===== src/rtl/stack_seq_pkg.sv =====
// -----------------------------------------------------------------------------
// stack_seq_pkg
// Shared definitions for the stack access sequencer:
//   - state_t : sequencer FSM states
//   - SP_*    : sp_op command encodings understood by the I/O register file
//   - op_t    : kind of stack operation selected from the start strobes
//   - pick_op : start arbitration, priority call > ret > push > pop
// -----------------------------------------------------------------------------
package stack_seq_pkg;

    typedef enum logic [2:0] {
        ST_IDLE,
        ST_PUSH_L,
        ST_PUSH_H,
        ST_POP_A,
        ST_POP_H,
        ST_POP_L,
        ST_POP_D
    } state_t;

    localparam logic [1:0] SP_HOLD = 2'b00;
    localparam logic [1:0] SP_INC  = 2'b01;
    localparam logic [1:0] SP_DEC  = 2'b10;

    typedef enum logic [2:0] {
        OP_NONE,
        OP_CALL,
        OP_RET,
        OP_PUSH,
        OP_POP
    } op_t;

    // Only the highest-priority start wins; the others are dropped.
    function automatic op_t pick_op(input logic call, input logic ret,
                                    input logic push, input logic pop);
        if (call)      return OP_CALL;
        else if (ret)  return OP_RET;
        else if (push) return OP_PUSH;
        else if (pop)  return OP_POP;
        else           return OP_NONE;
    endfunction

endpackage


===== src/rtl/stack_seq.sv =====
// -----------------------------------------------------------------------------
// stack_seq
// Stack access sequencer: drives the data-RAM port and the sp_op commands for
// PUSH, POP, CALL (16-bit return-address push) and RET/RETI (16-bit pop).
// A local copy of the stack pointer (sp_q) is used for all addressing so the
// sequence does not depend on register-file update latency.
//
// Ports:
//   clk, rst            clock, asynchronous active-high reset
//   start_call/ret/push/pop  operation starts (priority call>ret>push>pop)
//   pc_in[15:0]         return address for CALL (sampled on start)
//   push_data[7:0]      byte for PUSH (sampled on start)
//   spl, sph            current stack pointer (sampled on start from IDLE)
//   ram_rdata[7:0]      RAM read data, one cycle after ram_re
//   ram_adr[ADR_W-1:0]  RAM address
//   ram_we, ram_re      RAM write / read strobes
//   ram_wdata[7:0]      RAM write data (holds outside write states)
//   sp_op[1:0]          00 hold, 01 increment, 10 decrement
//   busy                sequence in progress
//   done                pulse in the final cycle of each operation
//   pc_out, pc_load     popped return address and its strobe
//   pop_data            popped byte, valid from POP done until next POP
// -----------------------------------------------------------------------------
module stack_seq
    import stack_seq_pkg::*;
#(
    parameter int ADR_W = 16
) (
    input  logic             clk,
    input  logic             rst,
    input  logic             start_call,
    input  logic             start_ret,
    input  logic             start_push,
    input  logic             start_pop,
    input  logic [15:0]      pc_in,
    input  logic [7:0]       push_data,
    input  logic [7:0]       spl,
    input  logic [7:0]       sph,
    input  logic [7:0]       ram_rdata,
    output logic [ADR_W-1:0] ram_adr,
    output logic             ram_we,
    output logic             ram_re,
    output logic [7:0]       ram_wdata,
    output logic [1:0]       sp_op,
    output logic             busy,
    output logic             done,
    output logic [15:0]      pc_out,
    output logic             pc_load,
    output logic [7:0]       pop_data
);

    state_t      state_q, state_d;
    logic [15:0] sp_q;        // stack pointer at operation start
    logic        call_q;      // PUSH_L continues to PUSH_H
    logic        ret_q;       // POP_A continues to POP_H
    logic [7:0]  wdata_q;
    logic [7:0]  pch_hold_q;  // CALL high byte waiting for PUSH_H
    logic [7:0]  pch_q;       // RET high byte popped in POP_H
    logic [15:0] pc_q;
    logic [7:0]  pop_q;

    logic [15:0] adr16;
    logic [15:0] sp_fin;      // SP the register file will hold after this edge
    logic [15:0] sp_base;
    logic        accept;
    op_t         op;

    always_comb begin
        state_d = state_q;
        ram_we  = 1'b0;
        ram_re  = 1'b0;
        sp_op   = SP_HOLD;
        busy    = (state_q != ST_IDLE);
        done    = 1'b0;
        pc_load = 1'b0;
        adr16   = 16'h0000;
        sp_fin  = sp_q;

        case (state_q)
            ST_IDLE: ;
            ST_PUSH_L: begin
                ram_we = 1'b1;
                adr16  = sp_q;
                sp_op  = SP_DEC;
                if (call_q) begin
                    state_d = ST_PUSH_H;
                end else begin
                    done    = 1'b1;
                    sp_fin  = sp_q - 16'd1;
                    state_d = ST_IDLE;
                end
            end
            ST_PUSH_H: begin
                ram_we  = 1'b1;
                adr16   = sp_q - 16'd1;
                sp_op   = SP_DEC;
                done    = 1'b1;
                sp_fin  = sp_q - 16'd2;
                state_d = ST_IDLE;
            end
            ST_POP_A: begin
                ram_re  = 1'b1;
                adr16   = sp_q + 16'd1;
                sp_op   = SP_INC;
                state_d = ret_q ? ST_POP_H : ST_POP_D;
            end
            ST_POP_H: begin
                ram_re  = 1'b1;
                adr16   = sp_q + 16'd2;
                sp_op   = SP_INC;
                state_d = ST_POP_L;
            end
            ST_POP_L: begin
                done    = 1'b1;
                pc_load = 1'b1;
                sp_fin  = sp_q + 16'd2;
                state_d = ST_IDLE;
            end
            ST_POP_D: begin
                done    = 1'b1;
                sp_fin  = sp_q + 16'd1;
                state_d = ST_IDLE;
            end
            default: state_d = ST_IDLE;
        endcase

        // A start in the done cycle chains directly; the register file has not
        // yet applied the last sp_op, so the base comes from the local copy.
        accept  = (state_q == ST_IDLE) || done;
        op      = accept ? pick_op(start_call, start_ret, start_push, start_pop)
                         : OP_NONE;
        sp_base = (state_q == ST_IDLE) ? {sph, spl} : sp_fin;

        case (op)
            OP_CALL, OP_PUSH: state_d = ST_PUSH_L;
            OP_RET,  OP_POP:  state_d = ST_POP_A;
            default: ;
        endcase
    end

    always_comb begin
        ram_adr        = '0;
        ram_adr[15:0]  = adr16;
    end

    assign ram_wdata = wdata_q;
    // Popped bytes are forwarded straight from RAM in the capture cycle.
    assign pc_out    = (state_q == ST_POP_L) ? {pch_q, ram_rdata} : pc_q;
    assign pop_data  = (state_q == ST_POP_D) ? ram_rdata : pop_q;

    always_ff @(posedge clk or posedge rst) begin
        if (rst) begin
            state_q    <= ST_IDLE;
            sp_q       <= 16'h0000;
            call_q     <= 1'b0;
            ret_q      <= 1'b0;
            wdata_q    <= 8'h00;
            pch_hold_q <= 8'h00;
            pch_q      <= 8'h00;
            pc_q       <= 16'h0000;
            pop_q      <= 8'h00;
        end else begin
            state_q <= state_d;

            if (state_q == ST_PUSH_L && call_q) wdata_q <= pch_hold_q;
            if (state_q == ST_POP_H) pch_q <= ram_rdata;
            if (state_q == ST_POP_L) pc_q  <= {pch_q, ram_rdata};
            if (state_q == ST_POP_D) pop_q <= ram_rdata;

            if (op != OP_NONE) begin
                sp_q   <= sp_base;
                call_q <= (op == OP_CALL);
                ret_q  <= (op == OP_RET);
                if (op == OP_CALL) begin
                    wdata_q    <= pc_in[7:0];
                    pch_hold_q <= pc_in[15:8];
                end
                if (op == OP_PUSH) wdata_q <= push_data;
            end
        end
    end

endmodule


===== config.mk =====
export PLATFORM = sky130hd
export DESIGN_NAME = stack_seq
export DESIGN_NICKNAME = d
export VERILOG_FILES = /design/src/rtl/stack_seq_pkg.sv /design/src/rtl/stack_seq.sv
export SDC_FILE = /design/constraint.sdc
export NUM_CORES = 1
export LEC_CHECK = 0
export CAP_MARGIN = 15
export CORE_AREA = 5 5 93 130
export DETAILED_ROUTE_END_ITERATION = 10
export DIE_AREA = 0 0 98 135
export GPL_TIMING_DRIVEN = 0
export MAX_ROUTING_LAYER = met4
export PLACE_DENSITY = 0.77
export SLEW_MARGIN = 20
export SYNTH_ARGS = -nofsm -noshare
export SYNTH_HDL_FRONTEND = slang
export SYNTH_SLANG_ARGS = --single-unit
export TNS_END_PERCENT = 20

===== constraint.sdc =====
create_clock -name clk -period 4.1 [get_ports clk]
set_input_delay 1.23 -clock clk [delete_from_list [all_inputs] [get_ports clk]]
set_output_delay 1.23 -clock clk [all_outputs]
set_load 0.02 [all_outputs]

==> flow_metrics.tcl, run 1 <==
set metrics [dict create \
    end_kind "output port" \
    arrival_ns 2.84 \
    row_count 45 \
    relSlewSlack_pct 37.7 \
    antenna_found_initial 0 \
    leakagePower_uw 0.00289 \
    path_cells "buf_2 > buf_2 > buf_2 > buf_4 > a22oi_1 > mux2_2 > o22ai_1 > clkdlybuf4s50_1" \
    critPathKind "reg -> out" \
    whs_ns 0.468 \
    cp_top_family "buffers and inverters" \
    num_io_pins 109 \
    synthCells 690 \
    first_iter_violations 621 \
    ys.flop_type "dfrtp_1" \
    max_freq_mhz 245 \
    cp_max_fo 10 \
    p_int_uw 3290 \
    hold_violations 0 \
    seqPwrFrac_pct 18.4 \
    htreeDepth 3 \
    r2r-start "state_q[2]" \
    period_needed_ns 4.07 \
    final_common_cell "nand2_1" \
    clock_latency_ns 0.34 \
    wl_per_cell_microns 22.4 \
    synth_warnings 0 \
    irDropWorstVdd_v 0.000686 \
    vias 6080 \
    p_clk_share_pct 11.9 \
    netSwitchingFraction_pct 50.8 \
    r2r_cells 8 \
    grt_overflow_total 0 \
    setup_viol 0 \
    cts_inserted_buffers 9 \
    drive_above_1_share_pct 14.7 \
    holdCritStartpoint "pop_q[2]" \
    synth_edf_count 0 \
    grt_setup_unrepaired "yes" \
    cap_violations 0 \
    fin_skew_ns 0.0141 \
    initial_core_util_pct 48.8 \
    cp_num_buf_inv 5 \
    area_growth_pct 33.1 \
    place_inst 940 \
    comb_power_share_pct 69.7 \
    die_x_microns 98 \
    cts_tree "yes" \
    antenna_cells 0 \
    grt_first_pass_wirelength_microns 33000 \
    synthTopCellsByArea "dfrtp_1 33%, nand2_1 11%, xnor2_1 4.3%" \
    yosys.area.top_type "dfrtp_1" \
    place.gp.congestion 0.984 \
    yosysTopAreaCellShare_pct 32.9 \
    worst_pin_slew_ns 0.926 \
    hold_path_end "pop_q[2]" \
    maxSlewViolCount 0 \
    wirelength_microns 21600 \
    ys_seq_elements 69 \
    placed_area_sq_um 6540 \
    core_area_sq_um 10800 \
    power_density_nw_per_um2 957 \
    cp-start-kind "flop" \
    ys_types 65 \
    mostFrequentLayoutCells "159 x nand2_1, 96 x clkdlybuf4s50_1, 68 x dfrtp_1" \
    crit_path_top_delay_cell "clkdlybuf4s50_1" \
    place_hpwl_microns 15900 \
    worst_hold_path_type "reg -> reg" \
    critical_path.most_common_cell "buf_2" \
    drc_errors 0 \
    min_path_cells 2 \
    grt_max_degree 38 \
    r2r-end "sp_q[2]" \
    switchingPower_uw 3400 \
    die_height_microns 135 \
    clock_sinks 69 \
    syn_area_sq_um 5250 \
    dieArea_sq_um 13200 \
    fillers 959 \
    synth-seq-area-share_pct 32.9 \
    clkTransAtPathRegs_ns 0.06 \
    cts_root_buf "clkbuf_16" \
    dr.pass1.iters 5 \
    portBuffers 108 \
    ys_async_sr_fraction_pct 100 \
    grt_pass1_vias 6005 \
    r2r_slack_ns 1.34 \
    globalRouteTotalUtil_pct 33.0 \
    syn-mean-instance-area_sq_um 7.61 \
    status "completed" \
    slowest_delay_ns 0.64 \
    viasPerCell 6.32 \
    synth_nets 749 \
    fin_crit_sh_pct 99.4 \
    fin_nets 875 \
    fin_area_sq_um 6990 \
    cp.required_ns 2.87 \
    stdcell_count 962 \
    cts_buffer_depth 2 \
    ant_nets 0 \
]
-- how the worst max path moves through the flow --
| stage | cells past startpoint | to | start | slack, ns |
|---|---|---|---|---|
| CTS | 9 | ram_adr[15] | sp_q[2] | 0.001 |
| global route | 11 | ram_adr[13] | sp_q[1] | -0.09 |
| global placement | 10 | ram_adr[15] | sp_q[1] | -0.32 |
| finish | 8 | ram_adr[3] | state_q[0] | 0.03 |
| detailed placement | 10 | ram_adr[15] | sp_q[1] | -0.35 |
| floorplan | 9 | ram_adr[11] | sp_q[1] | 0.44 |
-- through the flow --
step	setup WS, ns	total power (uW)	TNS (ns)	util [%]
3_5_place_dp	-0.349	5700	-2.83	60.8
3_3_place_gp	-0.318	5620	-8.24	60.5
2_1_floorplan	0.441	4000	0	-
4_1_cts	0.00119	6560	0	64.6
5_1_grt	-0.0888	7040	-0.340	65.0
6_report	0.0257	6690	0	65.0
-- layer usage --
metal / routed length, microns / track usage [%]
met1: 8000 / 37.9
met2: 10600 / 54.9
met3: 1960 / 4.65
met4: 1010 / 19.1
met5: 0 / -
-- synthesized netlist by cell type (all sizes together), types with 5 or more instances --
master and number:
xnor2 26, o31ai 5, a31oi 5, o221a 11, nor3 23, a21boi 5, nand4 9, o22ai 27
nor2 38, or3 6, dfrtp 69, o221ai 6, a22oi 12, a21oi 33, o21ai 41, inv 12
xor2 11, nand3 30, mux2 9, nor2b 6, ha 5, clkbuf 33, nand2b 5, nor4 10
nand2 159, buf 28
-- state kept, by name (all words and copies together), names as in the netlist --
name / count
pc_q: 16
pch_hold_q: 8
pch_q: 8
ret_q: 1
sp_q: 16
call_q: 1
pop_q: 8
ram_wdata: 8
state_q: 3
-- logic make-up after synthesis --
group,share of synthesized area (%)
muxes,2.69
buffers and inverters,6.08
and+or+nand+nor,28.0
DFF,32.9
AOI/OAI and AO/OA,22.9
xor gates and xnor gates,6.17
adders and majority gates,1.19
-- power by group through the flow --
stage / sequential, uW / clock [uW] / combinational (uW)
2_1_floorplan: 1220 / 0 / 2780
3_5_place_dp: 1230 / 0 / 4470
3_3_place_gp: 1220 / 0 / 4410
4_1_cts: 1230 / 800 / 4530
5_1_grt: 1270 / 833 / 4930
6_report: 1230 / 796 / 4660
-- timing repair --
| action | in CTS | in global routing |
|---|---|---|
| hold endpoints to repair | 0 | 0 |
| setup buffers | 4 | 3 |
| setup endpoints to repair | 42 | 30 |
| resized for setup | 58 | 34 |
| pin swaps | 3 | 5 |
| hold buffers | 0 | 0 |
-- area by class of cell --
type	count	area, sq um	share of cell area [%]
Clock buffer	9	225	3.22
Buffer	60	309	4.42
Tap cell	141	176	2.52
Timing Repair Buffer	116	1130	16.2
Sequential cell	69	1730	24.7
Inverter	14	62.6	0.895
Clock inverter	7	72.6	1.04
Multi-Input combinational cell	546	3290	47.0
-- worst register-to-register path: cells and delay by family (launching register included) --
kind / cells / cell delay (ns)
buffers and inverters: 2 / 0.58
DFF: 1 / 0.41
AOI/OAI and AO/OA: 4 / 0.63
and+or+nand+nor: 2 / 1.00
No activity file was read; power rests on OpenSTA's default activity.
==> run 2: changes to the inputs <==
SKIP_LAST_GASP = 1   (was default)
SLEW_MARGIN = 25   (was 20)
==> run 2 against run 1 <==
Effect of this change: the run now ends with setup timing left; highest routed layer unchanged; register-to-register slack worse by 0.09 ns; sequential share of layout area hardly changed; fmax is 4.3% lower; clock power hardly changed; clock skew is 0.00075 ns lower; routed wire length is 0.19% higher; critical endpoint is now busy.
==> flow_metrics.tcl, run 2 (synthesized netlist as in run 1, its figures left out) <==
set metrics [dict create \
    status "complete, but fails checks" \
    violations "setup timing" \
    grt_pass1_vias 6010 \
    whs_ns 0.471 \
    leakagePower_uw 0.00287 \
    fillers 959 \
    row_count 45 \
    initial_core_util_pct 48.8 \
    arrival_ns 3.03 \
    cts_buffer_depth 2 \
    switchingPower_uw 3390 \
    clock_latency_ns 0.35 \
    r2r_slack_ns 1.25 \
    cp_max_fo 10 \
    power_density_nw_per_um2 954 \
    area_growth_pct 33.2 \
    fin_nets 879 \
    portBuffers 108 \
    drive_above_1_share_pct 14.4 \
    wirelength_microns 21600 \
    grt_first_pass_wirelength_microns 33000 \
    relSlewSlack_pct 38.4 \
    finalPower_uw 6670 \
    wl_per_cell_microns 22.4 \
    grt_overflow_total 0 \
    place.gp.congestion 0.984 \
    cts_root_buf "clkbuf_16" \
    netSwitchingFraction_pct 50.8 \
    dieArea_sq_um 13200 \
    p_int_uw 3280 \
    maxSlewViolCount 0 \
    globalRouteTotalUtil_pct 33.0 \
    grt_setup_unrepaired "yes" \
    p_clk_share_pct 11.9 \
    cts_inserted_buffers 9 \
    worst_pin_slew_ns 0.921 \
    hold_violations 0 \
    fin_crit_sh_pct 104 \
    end_kind "output port" \
    mostFrequentLayoutCells "159 x nand2_1, 97 x clkdlybuf4s50_1, 68 x dfrtp_1" \
    post-route-util_pct 65.0 \
    cts_tree "yes" \
    core_area_sq_um 10800 \
    multiInputGateArea_sq_um 3270 \
    seqCellArea_sq_um 1730 \
    min_path_cells 2 \
    critPathKind "reg -> out" \
    fin_skew_ns 0.0134 \
    vias 6116 \
    cp.required_ns 2.87 \
    r2r_cells 8 \
    die_x_microns 98 \
    antenna_cells 0 \
    viasPerCell 6.33 \
    first_iter_violations 688 \
    seqPwrFrac_pct 18.6 \
    irDropWorstVdd_v 0.000696 \
    grt_max_degree 38 \
    max_freq_mhz 235 \
    period_needed_ns 4.26 \
    ant_nets 0 \
    worst_hold_path_type "reg -> reg" \
    drc_errors 0 \
    worst_slack_ns -0.157 \
    dr.pass1.iters 5 \
    die_height_microns 135 \
    antenna_found_initial 0 \
    setup_viol 4 \
    num_io_pins 109 \
    reg_top3 "pc_q (16), sp_q (16)" \
    htreeDepth 3 \
    clkTransAtPathRegs_ns 0.06 \
    comb_power_share_pct 69.5 \
    clock_sinks 69 \
    cp-start-kind "flop" \
    place_hpwl_microns 15900 \
    final_common_cell "nand2_1" \
    cap_violations 0 \
]
run 2: cell types whose count changed in the layout (fill, tap and decap cells not counted), sizes merged:
cell / change
dlymetal6s2s: -1
clkinvlp: +1
buf: +2
clkdlybuf4s50: +1
clkbuf: +1
clkinv: -1
clkdlybuf4s15: +1
run 2: through the flow:
stage          TNS, ns  setup slack [ns]  area [sq um]  instances
2_1_floorplan        0             0.441          5250        690
3_3_place_gp     -8.24            -0.318          6510        939
3_5_place_dp     -2.83            -0.349          6540        940
4_1_cts          -1.58            -0.137          6920        959
5_1_grt          -1.23            -0.122          6990        966
6_report        -0.285            -0.157          6990        966
run 2: routing by layer:
metal	vias up	global-route usage (%)	routed length [microns]
li1	2733	-	-
met1	2898	37.7	8120
met2	394	54.7	10600
met3	91	5.01	1830
met4	0	19.2	1090
met5	-	-	0
run 2: power groups by stage:
stage / Combinational [uW] / Sequential [uW] / Clock (uW)
6_report: 4630 / 1240 / 796
5_1_grt: 4910 / 1280 / 833
4_1_cts: 4510 / 1230 / 800
3_5_place_dp: 4470 / 1230 / 0
3_3_place_gp: 4410 / 1220 / 0
2_1_floorplan: 2780 / 1220 / 0
run 2: critical path, cell delays in order (launching register included):
cell	delay, ns
dfrtp_1	0.36
buf_2	0.17
buf_2	0.19
nor3_2	0.56
clkinv_1	0.69
clkdlybuf4s50_1	0.71
run 2: final timing paths:
kind | startpoint | endpoint
max reg2reg | state_q[0] | sp_q[11]
max | state_q[0] | busy
min | pop_q[6] | pop_q[6]
max in group asynchronous | rst | sp_q[0]
min reg2reg | pop_q[6] | pop_q[6]
min in group asynchronous | rst | pc_q[13]
run 2: area by class of cell:
type | instances | share of cell area (%)
sequential | 69 | 24.7
tap | 141 | 2.52
inverter | 14 | 0.877
clock inverter | 7 | 1.04
buffer | 60 | 4.26
clock buffer | 9 | 3.22
multi-input combinational | 546 | 46.8
timing repair buffer | 120 | 16.6
run 2: repair_timing:
item,CTS,global route
setup endpoints to repair,42,39
setup buffers,4,7
resized for setup,46,32
pin swaps,2,1
hold buffers,0,0
==> run 3: changes to the inputs <==
GPL_TIMING_DRIVEN = default   (was 0)
==> run 3 against run 2 <==
Effect of this change: the flow still finishes with violations (setup timing); register-to-register slack improved by 0.04 ns; total power fell by 1.5%; setup slack got worse by 0.012 ns; critical endpoint is now ram_adr[15]; largest cell class unchanged; highest routed layer unchanged.
==> flow_metrics.tcl, run 3 (synthesized netlist as in run 1, its figures left out) <==
set metrics [dict create \
    violations "setup timing" \
    worst_hold_path_type "reg -> reg" \
    antenna_cells 0 \
    drive_above_1_share_pct 13.4 \
    status "complete, but fails checks" \
    cts_buffer_depth 2 \
    cp.required_ns 2.87 \
    cts_inserted_buffers 9 \
    first_iter_violations 437 \
    cap_violations 0 \
    cp-start-kind "flop" \
    max_freq_mhz 234 \
    final_common_cell "nand2_1" \
    grt_max_degree 34 \
    grt_first_pass_wirelength_microns 30800 \
    cts_root_buf "clkbuf_16" \
    cts_tree "yes" \
    p_clk_share_pct 12.1 \
    period_needed_ns 4.27 \
    vias 5933 \
    viasPerCell 6.26 \
    place_hpwl_microns 14600 \
    arrival_ns 3.04 \
    leakagePower_uw 0.00289 \
    cp_max_fo 5 \
    irDropWorstVdd_v 0.000603 \
    finalPower_uw 6570 \
    place_ws_ns 0.119 \
    dr.pass1.iters 5 \
    stdcell_count 948 \
    row_count 45 \
    comb_power_share_pct 67.8 \
    num_io_pins 109 \
    portBuffers 108 \
    fillers 949 \
    die_height_microns 135 \
    initial_core_util_pct 48.8 \
    setup_viol 6 \
    place_inst 932 \
    post-route-util_pct 64.7 \
    dieArea_sq_um 13200 \
    ant_nets 0 \
    netSwitchingFraction_pct 48.6 \
    fin_skew_ns 0.00704 \
    worst_slack_ns -0.169 \
    grt_overflow_total 0 \
    wirelength_microns 19800 \
    drc_errors 0 \
    critPathKind "reg -> out" \
    seqPwrFrac_pct 20.1 \
    htreeDepth 3 \
    cts_hold_buffers 0 \
    maxSlewViolCount 0 \
    die_x_microns 98 \
    p_int_uw 3380 \
    mostFrequentLayoutCells "159 x nand2_1, 105 x clkdlybuf4s50_1, 69 x dfrtp_1" \
    antenna_found_initial 0 \
    grt_pass1_vias 5742 \
    relSlewSlack_pct 51.6 \
    wl_per_cell_microns 20.9 \
    fin_nets 861 \
    seqCellArea_sq_um 1730 \
    grt_setup_unrepaired "yes" \
    clkTransAtPathRegs_ns 0.06 \
    hold_violations 0 \
    fin_crit_sh_pct 104 \
    reg_top3 "pc_q (16), sp_q (16)" \
    area_growth_pct 32.5 \
    end_kind "output port" \
    core_area_sq_um 10800 \
    clock_latency_ns 0.33 \
    place.gp.congestion 1.03 \
    globalRouteTotalUtil_pct 30.4 \
    worst_pin_slew_ns 0.720 \
    clock_sinks 69 \
    switchingPower_uw 3200 \
    multiInputGateArea_sq_um 3210 \
    power_density_nw_per_um2 944 \
]
## run 3: per-layer routing
metal,part of all wire [%],GRT usage (%),vias to the layer above
li1,-,-,2700
met1,40,36.0,2891
met2,48,48.9,265
met3,5.9,5.48,77
met4,5.4,16.7,0
met5,0,-,-
## run 3: metrics by stage
step | hold slack [ns] | instance area, sq um | TNS (ns)
6_report | 0.473 | 6960 | -0.490
3_3_place_gp | 0.455 | 6650 | 0
4_1_cts | 0.477 | 6950 | -0.839
2_1_floorplan | 0.446 | 5250 | 0
3_5_place_dp | 0.462 | 6650 | 0
5_1_grt | 0.490 | 6960 | -1.62
## run 3: layout make-up
type / count / share of cell area (%)
Clock buffer: 10 / 3.29
Clock inverter: 6 / 1.04
Inverter: 14 / 0.755
Multi-Input combinational cell: 546 / 46.2
Sequential cell: 69 / 24.8
Tap cell: 141 / 2.53
Timing Repair Buffer: 162 / 21.4
## run 3: worst paths after layout
check	start	end	slack (ns)	cells past startpoint
max reg2reg	state_q[0]	sp_q[8]	1.29	9
max in group asynchronous	rst	sp_q[14]	2.33	3
min in group asynchronous	rst	pc_q[13]	1.10	2
min	pc_q[2]	pc_q[2]	0.47	2
min reg2reg	pc_q[2]	pc_q[2]	0.47	2
max	sp_q[1]	ram_adr[15]	-0.17	9
## run 3: worst max-delay path: stages, from the launching register on
cell	delay [ns]
dfrtp_1	0.38
inv_1	0.13
ha_1	0.23
nor4b_1	0.38
nand4_1	0.22
or3_1	0.38
a21oi_1	0.16
a21oi_1	0.06
o221ai_1	0.11
clkdlybuf4s50_1	0.68
## run 3: timing repair
item	CTS	global route
gates resized for setup	1	4
gates cloned	0	0
endpoints found under the setup margin	8	12
pin swaps	0	0
setup buffers	0	0
## run 3: power groups by stage
stage               logic [uW]  registers (uW)  clock network [uW]
floorplan                 2780            1220                   0
global placement          4360            1300                   0
CTS                       4430            1310                 803
detailed placement        4420            1320                   0
global route              4800            1350                 851
finish                    4460            1320                 794
